**src/rtl/int_src_latch_pkg.sv**
```systemverilog
// int_src_latch_pkg: shared constants and types for the interrupt source conditioning stage
package int_src_latch_pkg;
    localparam int NSRC = 8;
    typedef logic [NSRC-1:0] src_vec_t;
    typedef enum logic [2:0] {
        ADR_PEND   = 3'd0,
        ADR_MODE   = 3'd1,
        ADR_POL    = 3'd2,
        ADR_SWTRIG = 3'd3,
        ADR_OVF    = 3'd4
    } reg_adr_e;
    localparam int SYSCALL = 7;
    localparam int SYSTICK = 6;
    localparam int SPI     = 5;
    localparam int UART    = 4;
    localparam int I2C     = 3;
    localparam int PORT    = 2;
    localparam int TIM     = 1;
    localparam int XINT    = 0;
endpackage

```
**src/rtl/int_src_latch_if.sv**
```systemverilog
// int_src_latch_if: 8-bit Wishbone slave register bus of the interrupt source stage
interface int_src_latch_if;
    logic [2:0] WB_ADRi;
    logic [7:0] WB_DATi;
    logic [7:0] WB_DATo;
    logic       WB_WEi;
    logic       WB_CYCi;
    logic       WB_STBi;
    logic       WB_ACKo;
    modport slave (input WB_ADRi, WB_DATi, WB_WEi, WB_CYCi, WB_STBi, output WB_DATo, WB_ACKo);
    modport master (output WB_ADRi, WB_DATi, WB_WEi, WB_CYCi, WB_STBi, input WB_DATo, WB_ACKo);
endinterface

```
**src/rtl/int_src_cell.sv**
```systemverilog
// int_src_cell: one interrupt source slice (optional sync, edge history, pending and overflow latches).
// INT_SRC_LATCH_SYNC_EN adds a 2-flop synchronizer in front of the detector.
module int_src_cell (
    input  logic clk,
    input  logic rst,
    input  logic src_i,
    input  logic mode_i,
    input  logic pol_i,
    input  logic mode_chg_i,
    input  logic sw_set_i,
    input  logic pend_clr_i,
    input  logic ovf_clr_i,
    output logic pend_o,
    output logic ovf_o
);
    logic s, hist_q, pend_q, pend_d, ovf_q, ovf_d, evt, set_c, ovf_set;
`ifdef INT_SRC_LATCH_SYNC_EN
    logic [1:0] sync_q;
    always_ff @(posedge clk) sync_q <= rst ? 2'b00 : {sync_q[0], src_i};
    assign s = sync_q[1];
`else
    assign s = src_i;
`endif
    // history holds the raw sample so a polarity change alone never looks like an edge
    assign evt   = pol_i ? (hist_q & ~s) : (~hist_q & s);
    assign set_c = evt | sw_set_i;
    always_comb begin
        pend_d  = mode_chg_i ? 1'b0 : !mode_i ? s ^ pol_i : set_c ? 1'b1 : pend_clr_i ? 1'b0 : pend_q;
        ovf_set = mode_i & ~mode_chg_i & set_c & pend_q & ~pend_clr_i;
        ovf_d   = ovf_set ? 1'b1 : ovf_clr_i ? 1'b0 : ovf_q;
    end
    always_ff @(posedge clk) begin
        if (rst) begin
            hist_q <= 1'b0;
            pend_q <= 1'b0;
            ovf_q  <= 1'b0;
        end else begin
            hist_q <= s;
            pend_q <= pend_d;
            ovf_q  <= ovf_d;
        end
    end
    assign pend_o = pend_q;
    assign ovf_o  = ovf_q;
endmodule

```
**src/rtl/int_src_latch.sv**
```systemverilog
// int_src_latch: per-source interrupt conditioning with Wishbone register access, feeding INT_ARR.
// INT_SRC_LATCH_SYNC_EN synchronizes SRC_IRQ inside each cell (2 extra cycles of latency).
module int_src_latch
    import int_src_latch_pkg::*;
(
    input  logic              clk,
    input  logic              rst,
    input  src_vec_t          SRC_IRQ,
    output src_vec_t          INT_ARR,
    int_src_latch_if.slave    wb
);
    logic     ack_q, acc, wr;
    logic [7:0] dat_q, rd_data;
    src_vec_t mode_q, mode_d, pol_q, pol_d, pend, ovf, mode_chg, sw_set, pend_clr, ovf_clr;

    // an access is taken only while no ack is outstanding, giving two cycles per access
    assign acc = wb.WB_CYCi & wb.WB_STBi & ~ack_q;
    assign wr  = acc & wb.WB_WEi;

    always_comb begin
        rd_data  = wb.WB_ADRi == ADR_PEND ? pend :
                   wb.WB_ADRi == ADR_MODE ? mode_q :
                   wb.WB_ADRi == ADR_POL  ? pol_q :
                   wb.WB_ADRi == ADR_OVF  ? ovf : 8'h00;
        mode_d   = (wr && wb.WB_ADRi == ADR_MODE) ? wb.WB_DATi : mode_q;
        pol_d    = (wr && wb.WB_ADRi == ADR_POL) ? wb.WB_DATi : pol_q;
        mode_chg = mode_d ^ mode_q;
        sw_set   = (wr && wb.WB_ADRi == ADR_SWTRIG) ? wb.WB_DATi : '0;
        pend_clr = (wr && wb.WB_ADRi == ADR_PEND) ? wb.WB_DATi : '0;
        ovf_clr  = (wr && wb.WB_ADRi == ADR_OVF) ? wb.WB_DATi : '0;
    end

    always_ff @(posedge clk) begin
        if (rst) begin
            ack_q  <= 1'b0;
            dat_q  <= 8'h00;
            mode_q <= '0;
            pol_q  <= '0;
        end else begin
            ack_q  <= acc;
            dat_q  <= acc ? rd_data : dat_q;
            mode_q <= mode_d;
            pol_q  <= pol_d;
        end
    end

    for (genvar i = 0; i < NSRC; i++) begin : g_cell
        int_src_cell u_cell (
            .clk        (clk),
            .rst        (rst),
            .src_i      (SRC_IRQ[i]),
            .mode_i     (mode_q[i]),
            .pol_i      (pol_q[i]),
            .mode_chg_i (mode_chg[i]),
            .sw_set_i   (sw_set[i]),
            .pend_clr_i (pend_clr[i]),
            .ovf_clr_i  (ovf_clr[i]),
            .pend_o     (pend[i]),
            .ovf_o      (ovf[i])
        );
    end

    assign INT_ARR    = pend;
    assign wb.WB_DATo = dat_q;
    assign wb.WB_ACKo = ack_q;
endmodule

```
**src/flat_wrapper.sv**
```systemverilog
// flat-port wrapper written by rule: the top's interface ports become plain ports
module int_src_latch_flat import int_src_latch_pkg::*;
  (clk, rst, SRC_IRQ, INT_ARR, wb_WB_ADRi, wb_WB_DATi, wb_WB_WEi, wb_WB_CYCi, wb_WB_STBi, wb_WB_DATo, wb_WB_ACKo);
  int_src_latch_if wb_i ();
  input  logic clk;
  input  logic rst;
  input  src_vec_t SRC_IRQ;
  output src_vec_t INT_ARR;
  input wire logic [$bits(wb_i.WB_ADRi)-1:0] wb_WB_ADRi;
  input wire logic [$bits(wb_i.WB_DATi)-1:0] wb_WB_DATi;
  input wire logic [$bits(wb_i.WB_WEi)-1:0] wb_WB_WEi;
  input wire logic [$bits(wb_i.WB_CYCi)-1:0] wb_WB_CYCi;
  input wire logic [$bits(wb_i.WB_STBi)-1:0] wb_WB_STBi;
  output wire logic [$bits(wb_i.WB_DATo)-1:0] wb_WB_DATo;
  output wire logic [$bits(wb_i.WB_ACKo)-1:0] wb_WB_ACKo;
  assign wb_i.WB_ADRi = wb_WB_ADRi;
  assign wb_i.WB_DATi = wb_WB_DATi;
  assign wb_i.WB_WEi = wb_WB_WEi;
  assign wb_i.WB_CYCi = wb_WB_CYCi;
  assign wb_i.WB_STBi = wb_WB_STBi;
  assign wb_WB_DATo = wb_i.WB_DATo;
  assign wb_WB_ACKo = wb_i.WB_ACKo;
  int_src_latch u_core (.clk(clk), .rst(rst), .SRC_IRQ(SRC_IRQ), .INT_ARR(INT_ARR), .wb(wb_i));
endmodule
```
**config.mk**
```make
export PLATFORM = sky130hd
export DESIGN_NAME = int_src_latch_flat
export DESIGN_NICKNAME = d
export VERILOG_FILES = /design/src/rtl/int_src_latch_pkg.sv /design/src/rtl/int_src_latch_if.sv /design/src/rtl/int_src_cell.sv /design/src/rtl/int_src_latch.sv /design/src/flat_wrapper.sv
export SDC_FILE = /design/constraint.sdc
export NUM_CORES = 1
export LEC_CHECK = 0
export CAP_MARGIN = 40
export CORE_ASPECT_RATIO = 0.7
export CORE_MARGIN = 2
export CORE_UTILIZATION = 40
export CTS_BUF_LIST = sky130_fd_sc_hd__clkbuf_16
export DETAILED_ROUTE_END_ITERATION = 8
export HOLD_SLACK_MARGIN = 0.03
export PLACE_DENSITY = 0.63
export SLEW_MARGIN = 30
export SYNTH_ARGS = -nofsm -noshare
export SYNTH_HDL_FRONTEND = slang
export SYNTH_SLANG_ARGS = --single-unit
```
**constraint.sdc**
```tcl
create_clock -name clk -period 4.7 [get_ports clk]
set_input_delay 0.705 -clock clk [delete_from_list [all_inputs] [get_ports clk]]
set_output_delay 0.705 -clock clk [all_outputs]
set_load 0.01 [all_outputs]
```
======== Word level (Yosys, flattened, before mapping) ========
Index checks and enable logic that the tools add are counted.
W data, S select, Z words.
cells by class
  equal/unequal tests ..................... 12
  reductions and logical operators ........ 22
  multiplexer cells ....................... 56
  bitwise gates (word level) .............. 101
operator list
  kind                  count
  $mux W8               8
  $and A1 B1 Y1         51
  $mux W1               48
  $not A1 Y1            33
  $ne A3 B3 Y1 const B  8
  $reduce_bool A2 Y1    8
  $reduce_or A2 Y1      8
  $or A1 B1 Y1          8
  $xor A1 B1 Y1         8
  $xor A8 B8 Y8         1
  $eq A3 B2 Y1 const B  2
  $logic_and A1 B1 Y1   5
  $eq A3 B1 Y1 const B  1
  $eq A3 B3 Y1 const B  1
  $logic_not A3 Y1      1
storage, ports and cells
  output and inout port bits .............. 17
  input port bits ......................... 24
  flip-flop bits (word level) ............. 49

======== Longest topological paths before layout ========
  depth in word-level cells ............... 12
  gate-level depth with buffers ........... 8
  gate-level depth less buffers ........... 7

======== Modules after synthesis ========
Synthesis repeated with hierarchy kept, for this count alone.
unflattened totals
  cells, all modules ...................... 318
  area total of the unflattened synthesis .. 2762.6 um^2
modules (own cells, without submodules)
  module         cells an instance  times used  area an instance (um^2)
  int_src_latch  190                1           1551.5
  int_src_cell   16                 8           151.4

======== Worst setup path before layout ========
OpenSTA, ideal clock, no wires.
  kind .................................... in2reg
  start point ............................. input wb_WB_ADRi[1]
  end point ............................... register u_core.g_cell[7].u_cell.pend_q
  setup time .............................. 74 ps
  arrival time ............................ 2194 ps
  slack ................................... 2432 ps
  cell stages on the path ................. 8
  cell sequence ........................... buf_2 -> nor3b_4 -> nand2_4 -> mux2_4 -> ha_1 -> nor2_1 -> o21ai_0 -> a31oi_1
between the ends
  elaborated cells between the ends (all ways) .. 15
RTL lines
  what                               RTL line             text
  start: declaration                 flat_wrapper.sv:9    input wire logic [$bits(wb_i.WB_ADRi)-1:0] wb_WB_ADRi;
  $eq A3 B1 Y1                       int_src_latch.sv:25  mode_d = (wr && wb.WB_ADRi == ADR_MODE) ? wb.WB_DATi : mode_q;
  $logic_and A1 B1 Y1                int_src_latch.sv:25
  $mux W8                            int_src_latch.sv:25
  via u_core.mode_d[7]               int_src_latch.sv:14  src_vec_t mode_q, mode_d, pol_q, pol_d, pend, ovf, mode_chg, sw_set, pend_clr, ovf_clr;
  $xor A8 B8 Y8                      int_src_latch.sv:27  mode_chg = mode_d ^ mode_q;
  $reduce_or A2 Y1 (no source line)  n/a
  end signal: assignment             int_src_cell.sv:39   pend_q <= pend_d;
  end: declaration                   int_src_cell.sv:16   logic s, hist_q, pend_q, pend_d, ovf_q, ovf_d, evt, set_c, ovf_set;
The timed path passes the listed nets, and every way through them passes these cells.
A chain may end at the register's enable or synchronous reset.

======== Worst setup path after layout ========
Ends and elaborated chain as after synthesis.

==> reports/metrics.cfg <==
[run_status]
outcome=complete, no violations

[global_routing]
antenna_found_initial=0
grt_max_degree=34
grt_pass1_wl_mm=10.1
grtUsageTotal_pct=17.8
grt_pass1_vias=1987
grt_remaining_overflow=0

[drt]
ant_nets=0
dr.first_iter.drc_count=111
wl_per_cell_um=15.1
first_pass_iters=4
vias=2161
routed_wl_mm=6.07
drcViolationCount=0
viasPerCell=5.39

[timing]
period_needed_ns=3.03
post-route-period-util_pct=64.5
maxSlewHeadroom_pct=46.3
hold_violations=0
setup_viol=0
fin_setup_tns_ns=0
rsz0062_at_grt=no
fmax_mhz=330
maxSlewViolCount=0
fin_skew_ns=0.00474
worstMarginPinSlew_ns=0.803

[floorplan]
die_y_um=72.1
row_count=24
floorplan.initialDensity_pct=42.0
die_area_um2=7300
core_area_um2=6310
io_pins=41
die_w_um=101

[worst_setup_path]
crit_required_ns=4.92
crit_path_start_kind=primary input
critPathKind=primary input to flip-flop
rrSetupSlack_ns=2.84
crit_path_max_fanout=15
cp.arrival_ns=3.25
setup.worst_path.end_class=flip-flop

[logic_synthesis]
synthArstFlopShare_pct=0
synth-seq-cells=49
synth-edff-count=0
synth_top_cell_by_area=dfxtp_1
synthCells=299
synth-warning-count=0
synth_area_leaders=dfxtp_1, mux2i_1, o32ai_1
ys_seq_area_share_pct=37.0
syn_area_per_cell_um2=8.86
ys_top_cells_by_count=dfxtp_1, nor2_1, mux2i_1, nor2b_1, o21ai_0
synth_ff_type=dfxtp_1
syn-cell-area_um2=2650
synth.top_cell.area_share_pct=37.0
yosysMostFrequentCell=dfxtp_1
syn-num-nets=331
synthDistinctLibCells=33

[pwr]
peakVddDrop_mv=0.139
p_leak_uw=0.00130
power_density_nw_per_um2=283

[clock_tree]
hold_buffers=0
ctsLongestPathBuffers=2
post_cts_buffers=0
cts_sinks=49
cts_buffers=5
cts_resized=0
cts_max_level=2
clk_latency_ns=0.29
cts_tree=built
clk_transition_reported_paths_ns=0.06
root_buffer=clkbuf_16

[run]
maxCapViolCount=0

[min_path]
hold_path_class=flip-flop to flip-flop

[layout]
post-route-util_pct=50.5
area_growth_pct=20.2
finalNonFillerCells=401
layout.nets=355
drive_gt1_share_pct=8.67
antenna_cells=0
multi_input_area_um2=1490
nFillCells=610
regArea_um2=981

[placed_design]
place_hpwl_mm=4.24
dp.cells=394
place.gp.congestion=0.814
io_buffer_count=40

-- power by group --
| part | internal [uW] | switching (uW) |
|---|---|---|
| Sequential | 429 | 9.86 |
| Clock | 191 | 151 |
| Combinational | 62.8 | 57.8 |
| Total | 682 | 218 |
-- worst paths after layout --
path | to | depth (start not counted) | start
worst max register to register | u_core.g_cell[7].u_cell.pend_o | 7 | u_core.wb.WB_ACKo
worst max-delay path | u_core.g_cell[7].u_cell.pend_o | 8 | wb_WB_ADRi[1]
worst min-delay path | u_core.wb.WB_DATo[5] | 2 | u_core.wb.WB_DATo[5]
worst min register to register | u_core.wb.WB_DATo[5] | 2 | u_core.wb.WB_DATo[5]
-- sequential cells by signal (all words and copies together) (netlist names) --
name and cells:
u_core.g_cell.u_cell.ovf_o 8, u_core.mode_q 8, u_core.wb.WB_ACKo 1, u_core.pol_q 8, u_core.wb.WB_DATo 8, u_core.g_cell.u_cell.pend_o 8
u_core.g_cell.u_cell.hist_q 8
-- kinds of logic (layout without fill, tap and decap cells) --
kind of cell,count (synthesis),count (layout),share of synthesized area [%]
and+or+nand+nor,100,100,21.4
muxes,24,24,10.0
DFF,49,49,37.0
buffers and inverters,40,64,7.13
adders and majority gates,8,8,3.78
AOI/OAI and AO/OA,70,70,18.0
xor gates and xnor gates,8,8,2.65
-- stage by stage --
stage	instance area [um2]	setup slack [ns]	total power (uW)	hold slack, ns
2_1_floorplan	2650	2.43	514	0.462
3_3_place_gp	3020	1.40	565	0.480
3_5_place_dp	3050	1.37	568	0.481
4_1_cts	3180	1.67	912	0.495
5_1_grt	3180	1.52	946	0.522
6_report	3180	1.67	901	0.490
-- final cells by class --
cell class	instances	area share, %
repair buffers	42	13.5
multi-input cells	210	46.7
well taps	78	3.07
clock buffers	5	3.93
clock inverters	2	0.236
inverters	15	1.77
flip-flops and latches	49	30.8
-- worst max-delay path, stage by stage --
cell             delay [ns]
clkdlybuf4s50_1        0.82
nor3b_4                0.58
nand2_4                0.21
mux2_4                 0.34
ha_1                   0.29
nor2_1                 0.09
o21ai_0                0.08
a31oi_1                0.13
-- cell usage in the layout, fill, tap and decap left out --
cell type	n
nor3b_4	1
and2_1	7
xor2_1	8
dfxtp_1	49
nand2b_1	9
o21ai_0	16
mux2_4	4
nor2_1	27
nor4b_1	1
nand4b_1	2
o32ai_1	14
nand2_1	11
clkbuf_16	5
mux2i_1	16
a21bo_2	7
or4b_1	1
nor4_2	1
buf_16	1
o22ai_1	9
nand3b_1	9
ha_1	8
nor3_1	9
and4b_1	2
clkdlybuf4s50_1	39
or3_1	1
mux2_2	4
a211oi_1	7
nand2_4	1
inv_1	16
a21oi_1	9
or2_2	2
buf_4	1
nor2b_1	16
a31oi_1	8
clkinv_1	1
buf_2	1
-- per-layer routing --
layer	vias up	wire length [um]	global-route usage, %
met5	-	0	0
met4	0	51	4.95
met3	5	382	3.66
met2	61	2450	25.8
met1	996	3180	26.7
li1	1099	-	-
(Power assumes the default switching activity.)
